$ cat src/rtl/br_redirect_ctrl_pkg.sv
// Shared definitions for the branch-redirect controller: branch op codes,
// FSM state encodings and a target-alignment helper.
package br_redirect_ctrl_pkg;

    localparam int XLEN = 32;
    localparam int OP_W = 8;

    typedef enum logic [OP_W-1:0] {
        OP_JIRL    = 8'h00,
        OP_B       = 8'h01,
        OP_BL      = 8'h02,
        OP_BEQ     = 8'h03,
        OP_BNE     = 8'h04,
        OP_BLT     = 8'h05,
        OP_BGE     = 8'h06,
        OP_BLTU    = 8'h07,
        OP_BGEU    = 8'h08,
        OP_INVALID = 8'hFF
    } br_op_e;

    typedef enum logic [1:0] {
        ST_IDLE   = 2'd0,
        ST_REDIR  = 2'd1,
        ST_SHADOW = 2'd2
    } br_state_e;

    function automatic logic is_misaligned(input logic [XLEN-1:0] addr);
        return addr[1:0] != 2'b00;
    endfunction

endpackage

$ cat src/rtl/br_redirect_ctrl_cond_eval.sv
// Combinational branch condition evaluator: op/rj/rd -> taken, is_link, known.
// Unknown ops and OP_INVALID report known=0, taken=0, is_link=0.
module br_cond_eval
    import br_redirect_ctrl_pkg::*;
(
    input  logic [OP_W-1:0] op,
    input  logic [XLEN-1:0] rj,
    input  logic [XLEN-1:0] rd,
    output logic            taken,
    output logic            is_link,
    output logic            known
);

    logic signed [XLEN-1:0] rj_s;
    logic signed [XLEN-1:0] rd_s;

    assign rj_s = rj;
    assign rd_s = rd;

    always_comb begin
        taken   = 1'b0;
        is_link = 1'b0;
        known   = 1'b1;
        case (op)
            OP_JIRL: begin taken = 1'b1; is_link = 1'b1; end
            OP_B:    taken = 1'b1;
            OP_BL:   begin taken = 1'b1; is_link = 1'b1; end
            OP_BEQ:  taken = (rj == rd);
            OP_BNE:  taken = (rj != rd);
            OP_BLT:  taken = (rj_s <  rd_s);
            OP_BGE:  taken = (rj_s >= rd_s);
            OP_BLTU: taken = (rj <  rd);
            OP_BGEU: taken = (rj >= rd);
            default: known = 1'b0;
        endcase
    end

endmodule

$ cat src/rtl/br_redirect_ctrl.sv
// Branch resolution and fetch-redirect controller at the ID/EX boundary.
// Optional feature: define BR_STAT_EN to add branch/taken statistic counters.
module br_redirect_ctrl
    import br_redirect_ctrl_pkg::*;
(
    input  logic            clk,
    input  logic            resetn,
    input  logic            id_valid,
    output logic            id_ready,
    input  logic [OP_W-1:0] id_op,
    input  logic [XLEN-1:0] id_pc,
    input  logic [XLEN-1:0] id_rj,
    input  logic [XLEN-1:0] id_rd,
    input  logic [XLEN-1:0] id_offs,
    input  logic [4:0]      id_dest,
    output logic            redir_valid,
    output logic [XLEN-1:0] redir_pc,
    input  logic            redir_ready,
    output logic            flush,
    output logic            link_we,
    output logic [4:0]      link_dest,
    output logic [XLEN-1:0] link_data,
    output logic            br_adef
`ifdef BR_STAT_EN
    ,
    output logic [XLEN-1:0] stat_br_cnt,
    output logic [XLEN-1:0] stat_taken_cnt
`endif
);

    br_state_e       state_p0;
    br_state_e       state_nxt;
    logic            accept;
    logic            taken;
    logic            is_link;
    logic            known;
    logic            misaligned;
    logic            go_redir;
    logic [XLEN-1:0] target;

    logic            redir_valid_p1;
    logic [XLEN-1:0] redir_pc_p1;
    logic            flush_p1;
    logic            link_we_p1;
    logic [4:0]      link_dest_p1;
    logic [XLEN-1:0] link_data_p1;
    logic            br_adef_p1;

    br_cond_eval u_cond (
        .op      (id_op),
        .rj      (id_rj),
        .rd      (id_rd),
        .taken   (taken),
        .is_link (is_link),
        .known   (known)
    );

    assign id_ready   = (state_p0 == ST_IDLE);
    assign accept     = id_valid & id_ready;
    assign target     = ((id_op == OP_JIRL) ? id_rj : id_pc) + id_offs;
    assign misaligned = is_misaligned(target);
    assign go_redir   = accept & known & taken & ~misaligned;

    always_ff @(posedge clk or negedge resetn) begin
        if (!resetn) state_p0 <= ST_IDLE;
        else         state_p0 <= state_nxt;
    end

    always_comb begin
        state_nxt = state_p0;
        case (state_p0)
            ST_IDLE:   if (go_redir) state_nxt = ST_REDIR;
            ST_REDIR:  if (redir_ready) state_nxt = ST_SHADOW;
            ST_SHADOW: state_nxt = ST_IDLE;
            default:   state_nxt = ST_IDLE;
        endcase
    end

    // Stage p1: outputs registered from the next-state decode and the accepted instruction
    always_ff @(posedge clk or negedge resetn) begin
        if (!resetn) begin
            redir_valid_p1 <= 1'b0;
            redir_pc_p1    <= '0;
            flush_p1       <= 1'b0;
            link_we_p1     <= 1'b0;
            link_dest_p1   <= '0;
            link_data_p1   <= '0;
            br_adef_p1     <= 1'b0;
        end else begin
            redir_valid_p1 <= (state_nxt == ST_REDIR);
            flush_p1       <= (state_nxt != ST_IDLE);
            link_we_p1     <= accept & is_link;
            br_adef_p1     <= accept & taken & misaligned;
            if (go_redir) redir_pc_p1 <= target;
            if (accept && is_link) begin
                link_dest_p1 <= id_dest;
                link_data_p1 <= id_pc + 32'd4;
            end
        end
    end

    assign redir_valid = redir_valid_p1;
    assign redir_pc    = redir_pc_p1;
    assign flush       = flush_p1;
    assign link_we     = link_we_p1;
    assign link_dest   = link_dest_p1;
    assign link_data   = link_data_p1;
    assign br_adef     = br_adef_p1;

`ifdef BR_STAT_EN
    logic [XLEN-1:0] br_cnt_p1;
    logic [XLEN-1:0] taken_cnt_p1;

    // Taken count includes misaligned targets that only raise br_adef
    always_ff @(posedge clk or negedge resetn) begin
        if (!resetn) begin
            br_cnt_p1    <= '0;
            taken_cnt_p1 <= '0;
        end else begin
            if (accept && known)          br_cnt_p1    <= br_cnt_p1 + 32'd1;
            if (accept && known && taken) taken_cnt_p1 <= taken_cnt_p1 + 32'd1;
        end
    end

    assign stat_br_cnt    = br_cnt_p1;
    assign stat_taken_cnt = taken_cnt_p1;
`endif

endmodule

$ cat config.mk
export PLATFORM = sky130hd
export DESIGN_NAME = br_redirect_ctrl
export DESIGN_NICKNAME = d
export VERILOG_FILES = /design/src/rtl/br_redirect_ctrl_pkg.sv /design/src/rtl/br_redirect_ctrl_cond_eval.sv /design/src/rtl/br_redirect_ctrl.sv
export SDC_FILE = /design/constraint.sdc
export NUM_CORES = 1
export LEC_CHECK = 0
export ABC_CLOCK_PERIOD_IN_PS = 1830
export BUFFER_PORTS_ARGS = -buffer_cell sky130_fd_sc_hd__buf_4
export CORE_UTILIZATION = 52
export CTS_CLUSTER_DIAMETER = 50
export DETAILED_ROUTE_END_ITERATION = 12
export PLACE_DENSITY_LB_ADDON = 0.2
export REMOVE_ABC_BUFFERS = 1
export SKIP_CTS_REPAIR_TIMING = 1
export SLEW_MARGIN = 10
export SYNTH_ARGS = -nofsm -noshare
export SYNTH_HDL_FRONTEND = slang
export SYNTH_HIERARCHICAL = 1
export SYNTH_SLANG_ARGS = --single-unit
$ cat constraint.sdc
create_clock -name clk -period 1.83 [get_ports clk]
set_input_delay 0 -clock clk [delete_from_list [all_inputs] [get_ports clk]]
set_output_delay 0 -clock clk [all_outputs]
set_load 0.01 [all_outputs]
### Word-level counts from Yosys, hierarchy flattened

Cells that the tools add are included.

| operators by class | value |
|---|---|
| add/subtract/negate cells | 2 |
| order comparisons | 4 |
| eq/ne operators | 12 |
| muxes and demuxes | 7 |
| bitwise operators | 8 |
| reduce and logical (&&, ||, !) cells | 8 |

Operators with widths:

| operator | number |
|---|---|
| $ge 32x32->1 | 2 |
| $lt 32x32->1 | 2 |
| $add 32x3->32 const B | 1 |
| $add 32x32->32 | 1 |
| $eq 32x32->1 | 1 |
| $eq 8x3->1 const B | 4 |
| $mux 32 | 1 |
| $ne 32x32->1 | 1 |
| $eq 8x2->1 const B | 2 |
| $reduce_or 9->1 | 1 |
| $eq 8x1->1 const B | 1 |
| $eq 8x4->1 const B | 1 |
| $logic_not 8->1 | 1 |
| $and 1x1->1 | 7 |
| $pmux 1 s7 | 1 |
| $eq 2x1->1 const B | 2 |
| $mux 2 | 2 |
| $pmux 2 s2 | 1 |
| $reduce_bool 2->1 | 2 |
| $reduce_or 3->1 | 1 |
| $logic_not 2->1 | 1 |
| $mux 1 | 2 |
| $reduce_or 2->1 | 1 |
| $logic_and 1x1->1 | 1 |
| $not 1->1 | 1 |

| word-level totals | value |
|---|---|
| register bits after elaboration | 75 |
| input bits | 145 |
| output and inout port bits | 74 |
| word-level logic and storage cells | 49 |

### Logic depth before layout (Yosys ltp)

| logic depth | value |
|---|---|
| word-level depth | 9 |
| mapped depth | 16 |
| depth with buffers taken out | 15 |

### Modules after synthesis

Netlist, hierarchy kept.

Modules (own cells, without submodules):

| module | instances | cells each | area each (um^2) | sequential area each (um^2) |
|---|---|---|---|---|
| br_redirect_ctrl | 1 | 633 | 5476.5 | 1876.8 |
| br_cond_eval | 1 | 137 | 937.1 | 0.0 |

### Worst setup path after synthesis

Ideal clock, no wire load.

| timing | value |
|---|---|
| path kind | input -> register |
| start point | in id_rd[31] |
| end point | reg redir_valid_p1, in the netlist redir_valid |
| library setup time | 0.142 ns |
| arrival time | 3.475 ns |
| required time | 1.688 ns |
| slack | -1.786 ns |
| stages | 15 |
| buffers on the path | 3 |
| cells stage by stage | inv_1 ha_1 nand4_1 or4_1 or4b_1 or3_4 o21ai_2 a2111oi_0 a211o_1 and3_1 nand3_1 buf_2 buf_1 clkbuf_1 o21ai_0 |

| between the ends | value |
|---|---|
| word-level cells in the longest chain between the ends | 7 |

Ends and longest elaborated chain:

| what | RTL line | source |
|---|---|---|
| start, declared | br_redirect_ctrl.sv:13 | `input logic [XLEN-1:0] id_rd,` |
| $ge 32x32->1, or another cell as far along | br_redirect_ctrl_cond_eval.sv:33 | `OP_BGEU: taken = (rj >= rd);` |
| $pmux 1 s7 * | br_redirect_ctrl_cond_eval.sv:24 | `case (op)` |
| net taken | br_redirect_ctrl.sv:34 | `logic taken;` |
| $and 1x1->1 * (2 in series) | br_redirect_ctrl.sv:62 | `assign go_redir = accept & known & taken & ~misaligned;` |
| $mux 2 * | br_redirect_ctrl.sv:72 | `ST_IDLE: if (go_redir) state_nxt = ST_REDIR;` |
| $pmux 2 s2 * | br_redirect_ctrl.sv:71 | `case (state_p0)` |
| $eq 2x1->1 * | br_redirect_ctrl.sv:90 | `redir_valid_p1 <= (state_nxt == ST_REDIR);` |
| end signal, assigned | br_redirect_ctrl.sv:90 |  |
| end, declared | br_redirect_ctrl.sv:41 | `logic redir_valid_p1;` |

The timed path passes the listed nets; every way through them passes the cells marked *.
A chain may end at the register's enable or synchronous reset.

### Worst setup path in the final report

| timing | value |
|---|---|
| start point | in id_rd[31] |
| end point | reg redir_pc_p1[26], in the netlist redir_pc[26] |

| between the ends | value |
|---|---|
| word-level cells in the longest chain between the ends | 4 |

Ends and longest elaborated chain:

| what | RTL line | source |
|---|---|---|
| $ge 32x32->1, or another cell as far along | br_redirect_ctrl_cond_eval.sv:33 |  |
| $pmux 1 s7 * | br_redirect_ctrl_cond_eval.sv:24 |  |
| net taken | br_redirect_ctrl.sv:34 |  |
| $and 1x1->1 * (2 in series) | br_redirect_ctrl.sv:62 |  |
| end signal, assigned | br_redirect_ctrl.sv:94 | `if (go_redir) redir_pc_p1 <= target;` |
| end, declared | br_redirect_ctrl.sv:42 | `logic [XLEN-1:0] redir_pc_p1;` |

Marks and branches as above.

==> results.rst <==
.. list-table::
   :header-rows: 1

   * - Metric
     - Value
   * - Min-Delay Path Depth
     - 3
   * - Cell-by-cell listing of the critical path
     - buf_4 -> inv_1 -> ha_4 -> nand4_1 -> or4_4 -> or4b_4 -> or3_4 -> o21ai_2 -> a2111oi_2 -> a211o_1 -> and3_4 -> and3_4 -> buf_6 -> nand4_1 -> o31ai_1 -> a21oi_1 -> nand3_1
   * - Proportion of synthesized chip area in sequential cells
     - 29.3%
   * - Unique cell type count in the Yosys netlist
     - 69
   * - Final core utilization
     - 86.4%
   * - Maximum resistive drop on vdd
     - 0.450 mV
   * - Count of final setup violators
     - 36
   * - Mean post-synth cell area
     - 8.33 um^2
   * - Max-slew violation total from the final report
     - 0
   * - Area delta synth->final
     - 61.9%
   * - Worst relative slew slack
     - 71.0%
   * - Via count of the first global-routing pass
     - 7,051
   * - Post-route design area
     - 0.0104 mm^2
   * - Max-capacitance violation count
     - 0
   * - Crit-path max cell delay
     - 540 ps
   * - Worst reg-to-reg path cell count
     - 6
   * - Via-per-instance ratio
     - 5.85
   * - Post-synth ARST share
     - 100%
   * - Flop2flop setup slack
     - 90 ps
   * - Register share of total power
     - 30.6%
   * - Maximum fanout count along the critical path
     - 6
   * - Buffers on Ports
     - 218
   * - Final HPWL from detailed placement
     - 17,300 um
   * - Number of sinks on the clock net
     - 75
   * - Leak Pwr
     - 5.23 nW
   * - Clock network fraction of design power
     - 34.4%
   * - Number of flops mapped to enable cells by yosys
     - 0
   * - Insertion delay of the later-clocked pin in the worst-skew pair
     - 350 ps
   * - CP startpoint kind
     - primary input
   * - Final estimated routing congestion in global placement
     - 0.897
   * - Cell with the biggest individual delay on the critical path
     - sky130_fd_sc_hd__or4b_4
   * - Category of the most critical setup path
     - primary input to flip-flop
   * - Die Wd
     - 113 um
   * - Buf+Inv Stages, Crit Path
     - 3
   * - DRC Markers
     - 0
   * - Logic pwr share
     - 34.9%
   * - Average detailed-routed wire length per instance
     - 19.0 um
   * - Final-stage net count
     - 1,367
   * - Maximum number of pins on one net before global-route repair
     - 69
   * - Ports
     - 219
   * - Crit share post-route
     - 180%
   * - Number of antenna repair diodes
     - 0
   * - Path type of the worst min-delay path
     - primary input to flip-flop
   * - Tightest Pin Transition
     - 432 ps
   * - H-tree depth reported by CTS
     - 3
   * - Vertical die dimension
     - 113 um
   * - Initial core utilization
     - 53.4%
   * - Net switching component of the power
     - 1.79 mW
   * - Via count of the routed design
     - 7,634
   * - Minimum hold slack
     - -16.6 ps
   * - Core region area
     - 0.0120 mm^2
   * - RSZ-0062 raised after global routing
     - yes
   * - Area of the die
     - 0.0128 mm^2
   * - Primary flip-flop cell chosen by synthesis mapping
     - sky130_fd_sc_hd__dfrtp_1
   * - Family with the most delay on the worst path
     - simple AND/OR/NAND/NOR gates
   * - Power per cell area
     - 556 mW/mm^2
   * - Clock tree from TritonCTS
     - done
   * - Cell area after synthesis
     - 0.00641 mm^2
   * - Number of stages on the worst setup path
     - 17
   * - Kind of end point of the critical path
     - flip-flop
   * - Minimum period implied by the final worst setup slack
     - 3290 ps
   * - Status
     - complete, but fails checks
   * - Initial antenna violation count
     - 0
   * - Overflow left after global routing
     - 0
   * - Count of yosys warnings during synthesis
     - 6
   * - Worst-path clk slew
     - 60 ps
   * - Share of total power consumed by net switching
     - 31.0%
   * - Post-layout total power
     - 5.77 mW
   * - Achievable Freq
     - 304 MHz
   * - Internal power summed over all cells
     - 3.98 mW
   * - Num rows
     - 40
   * - CP required
     - 2040 ps
   * - All-layer global routing usage
     - 34.6%
   * - Synth Instances
     - 770
   * - Clock tree buffer depth
     - 2
   * - Share of layout cells above drive strength 1
     - 45.0%
   * - Clock Skews
     - 9.12 ps
   * - Violations in the final reports
     - negative hold slack, negative setup slack
   * - Clock tree root buffer cell
     - sky130_fd_sc_hd__clkbuf_16
   * - Total count of hold-check failures in the final report
     - 2
   * - Least setup slack across all paths after layout
     - -1460 ps
   * - Worst path arrival time
     - 3500 ps
   * - Post-DP Area
     - 0.00936 mm^2
   * - Wire length of the first global-routing pass
     - 34,500 um
   * - First drt pass iteration count
     - 7
   * - 1st-iter DRT viols
     - 796
   * - Final antenna-violating net count
     - 0
   * - Detailed-route wire length
     - 24,800 um
   * - Number of buffers created by CTS
     - 9
   * - Flops & latches, synth
     - 75
[power groups by stage]
stage | sequential, mW | clock, mW | combinational (mW)
after floorplan | 1.83 | 0 | 0.763
after global placement | 1.79 | 0 | 1.78
after detailed placement | 1.80 | 0 | 1.81
after CTS | 1.77 | 1.98 | 1.84
after global routing | 1.78 | 2.07 | 2.16
final | 1.77 | 1.99 | 2.02
[worst min-delay path: stages]
cell and delay [ps]:
sky130_fd_sc_hd__buf_4 90, sky130_fd_sc_hd__buf_4 120, sky130_fd_sc_hd__o21ai_0 80
[cell usage after synthesis (3+ instances only)]
master | n | area share (%)
sky130_fd_sc_hd__o21bai_1 | 4 | 0.47
sky130_fd_sc_hd__o31ai_1 | 3 | 0.35
sky130_fd_sc_hd__o21ai_0 | 67 | 5.2
sky130_fd_sc_hd__o21ai_1 | 3 | 0.23
sky130_fd_sc_hd__or4_1 | 5 | 0.59
sky130_fd_sc_hd__xor2_1 | 32 | 4.4
sky130_fd_sc_hd__nor2_1 | 24 | 1.4
sky130_fd_sc_hd__nor3b_1 | 6 | 0.70
sky130_fd_sc_hd__xnor2_1 | 15 | 2.0
sky130_fd_sc_hd__dfrtp_1 | 75 | 29
sky130_fd_sc_hd__clkbuf_1 | 17 | 0.99
sky130_fd_sc_hd__o2111ai_1 | 3 | 0.41
sky130_fd_sc_hd__a211oi_1 | 3 | 0.35
sky130_fd_sc_hd__a21oi_1 | 53 | 4.1
sky130_fd_sc_hd__nand2b_1 | 5 | 0.49
sky130_fd_sc_hd__and2_1 | 4 | 0.39
sky130_fd_sc_hd__o211ai_1 | 5 | 0.59
sky130_fd_sc_hd__nand3_1 | 29 | 2.3
sky130_fd_sc_hd__mux2_2 | 32 | 5.6
sky130_fd_sc_hd__a221oi_1 | 3 | 0.41
sky130_fd_sc_hd__o21a_1 | 5 | 0.59
sky130_fd_sc_hd__buf_2 | 8 | 0.62
sky130_fd_sc_hd__nand4_1 | 23 | 2.2
sky130_fd_sc_hd__nor4_1 | 3 | 0.29
sky130_fd_sc_hd__a31oi_1 | 8 | 0.78
sky130_fd_sc_hd__ha_1 | 67 | 13
sky130_fd_sc_hd__nand2_1 | 125 | 7.3
sky130_fd_sc_hd__and3_1 | 9 | 0.88
sky130_fd_sc_hd__nor2b_1 | 6 | 0.59
sky130_fd_sc_hd__a21o_1 | 17 | 2.0
sky130_fd_sc_hd__inv_1 | 45 | 2.6
sky130_fd_sc_hd__nor3_1 | 13 | 1.0
sky130_fd_sc_hd__a211o_1 | 6 | 0.82
sky130_fd_sc_hd__buf_1 | 5 | 0.29
[placed cells by master, fill, tap and decap left out, types with 4 or more instances in the layout]
cell type and count:
sky130_fd_sc_hd__inv_1 41, sky130_fd_sc_hd__o21ai_1 5, sky130_fd_sc_hd__o211ai_1 5, sky130_fd_sc_hd__a21oi_2 5
sky130_fd_sc_hd__nor3b_1 4, sky130_fd_sc_hd__o21bai_1 4, sky130_fd_sc_hd__nand2_4 8, sky130_fd_sc_hd__ha_1 59
sky130_fd_sc_hd__nor2_1 24, sky130_fd_sc_hd__dfrtp_1 75, sky130_fd_sc_hd__nand2_2 7, sky130_fd_sc_hd__nor3_1 12
sky130_fd_sc_hd__nor2b_1 6, sky130_fd_sc_hd__a31oi_1 8, sky130_fd_sc_hd__dlygate4sd3_1 10, sky130_fd_sc_hd__ha_4 7
sky130_fd_sc_hd__o21a_1 5, sky130_fd_sc_hd__nand2b_1 5, sky130_fd_sc_hd__buf_12 4, sky130_fd_sc_hd__mux2_2 31
sky130_fd_sc_hd__o21ai_2 13, sky130_fd_sc_hd__xnor2_1 15, sky130_fd_sc_hd__clkbuf_16 11, sky130_fd_sc_hd__buf_6 14
sky130_fd_sc_hd__a21o_1 17, sky130_fd_sc_hd__o21ai_0 52, sky130_fd_sc_hd__nand3_1 25, sky130_fd_sc_hd__and3_1 7
sky130_fd_sc_hd__buf_4 369, sky130_fd_sc_hd__a21oi_1 50, sky130_fd_sc_hd__nand2_1 110, sky130_fd_sc_hd__a211o_1 6
sky130_fd_sc_hd__xor2_1 32, sky130_fd_sc_hd__nand4_1 23
[sequential cells by signal (all words and copies together) (netlist names)]
name and flops:
link_data 32, redir_pc 32, link_dest 5, state_p0 2
br_adef 1, flush 1, link_we 1, redir_valid 1
[cells by family (layout without fill, tap and decap cells)]
| family | after synthesis | in the layout | share of synthesized area (%) |
|---|---|---|---|
| AND/OR/NAND/NOR | 267 | 268 | 20.5 |
| AO/OA/AOI/OAI | 204 | 204 | 20.1 |
| buffers and inverters | 76 | 464 | 4.60 |
| flip-flops | 75 | 75 | 29.3 |
| adder cells (fa/ha/maj) | 68 | 68 | 13.4 |
| XOR/XNOR | 47 | 47 | 6.42 |
| multiplexers | 33 | 33 | 5.77 |
[path summary, 6_finish.rpt]
| path | start | endpoint |
|---|---|---|
| setup / recovery | id_rd[31] | redir_pc[26]$_DFFE_PN0P_ |
| hold / removal | id_pc[2] | link_data[2]$_DFFE_PN0P_ |
| min in group asynchronous | resetn | link_data[28]$_DFFE_PN0P_ |
| max in group asynchronous | resetn | redir_pc[5]$_DFFE_PN0P_ |
| hold reg to reg | link_data[29]$_DFFE_PN0P_ | link_data[29]$_DFFE_PN0P_ |
| setup reg to reg | state_p0[0]$_DFF_PN0_ | redir_pc[23]$_DFFE_PN0P_ |
[routing by layer]
metal	part of all wire, %	global-route usage [%]	up-vias	wire, um
li1	-	-	3550	-
met1	39	44.8	3517	9730
met2	48	58.1	453	12000
met3	7.2	4.18	114	1780
met4	5.2	15.1	0	1300
met5	0	0	-	0
[area by class of cell]
cell class	count	area (um^2)
fill	662	1630
clock inverter	5	85.1
inverter	46	180
multi-input combinational	620	4610
sequential	75	1880
timing repair buffer	402	3200
clock buffer	11	243
tap	147	184
[through the flow]
step	cells	TNS [ps]	hold WS (ps)	setup slack [ps]
detailed placement	1267	-65130	-177	-2060
floorplan	740	-99050	-296	-2620
CTS	1283	-52260	-533	-1710
finish	1306	-45670	-16.6	-1460
global placement	1267	-61330	-176	-1910
global route	1306	-48340	12.2	-1540
Power figures use the tool's default switching activity.
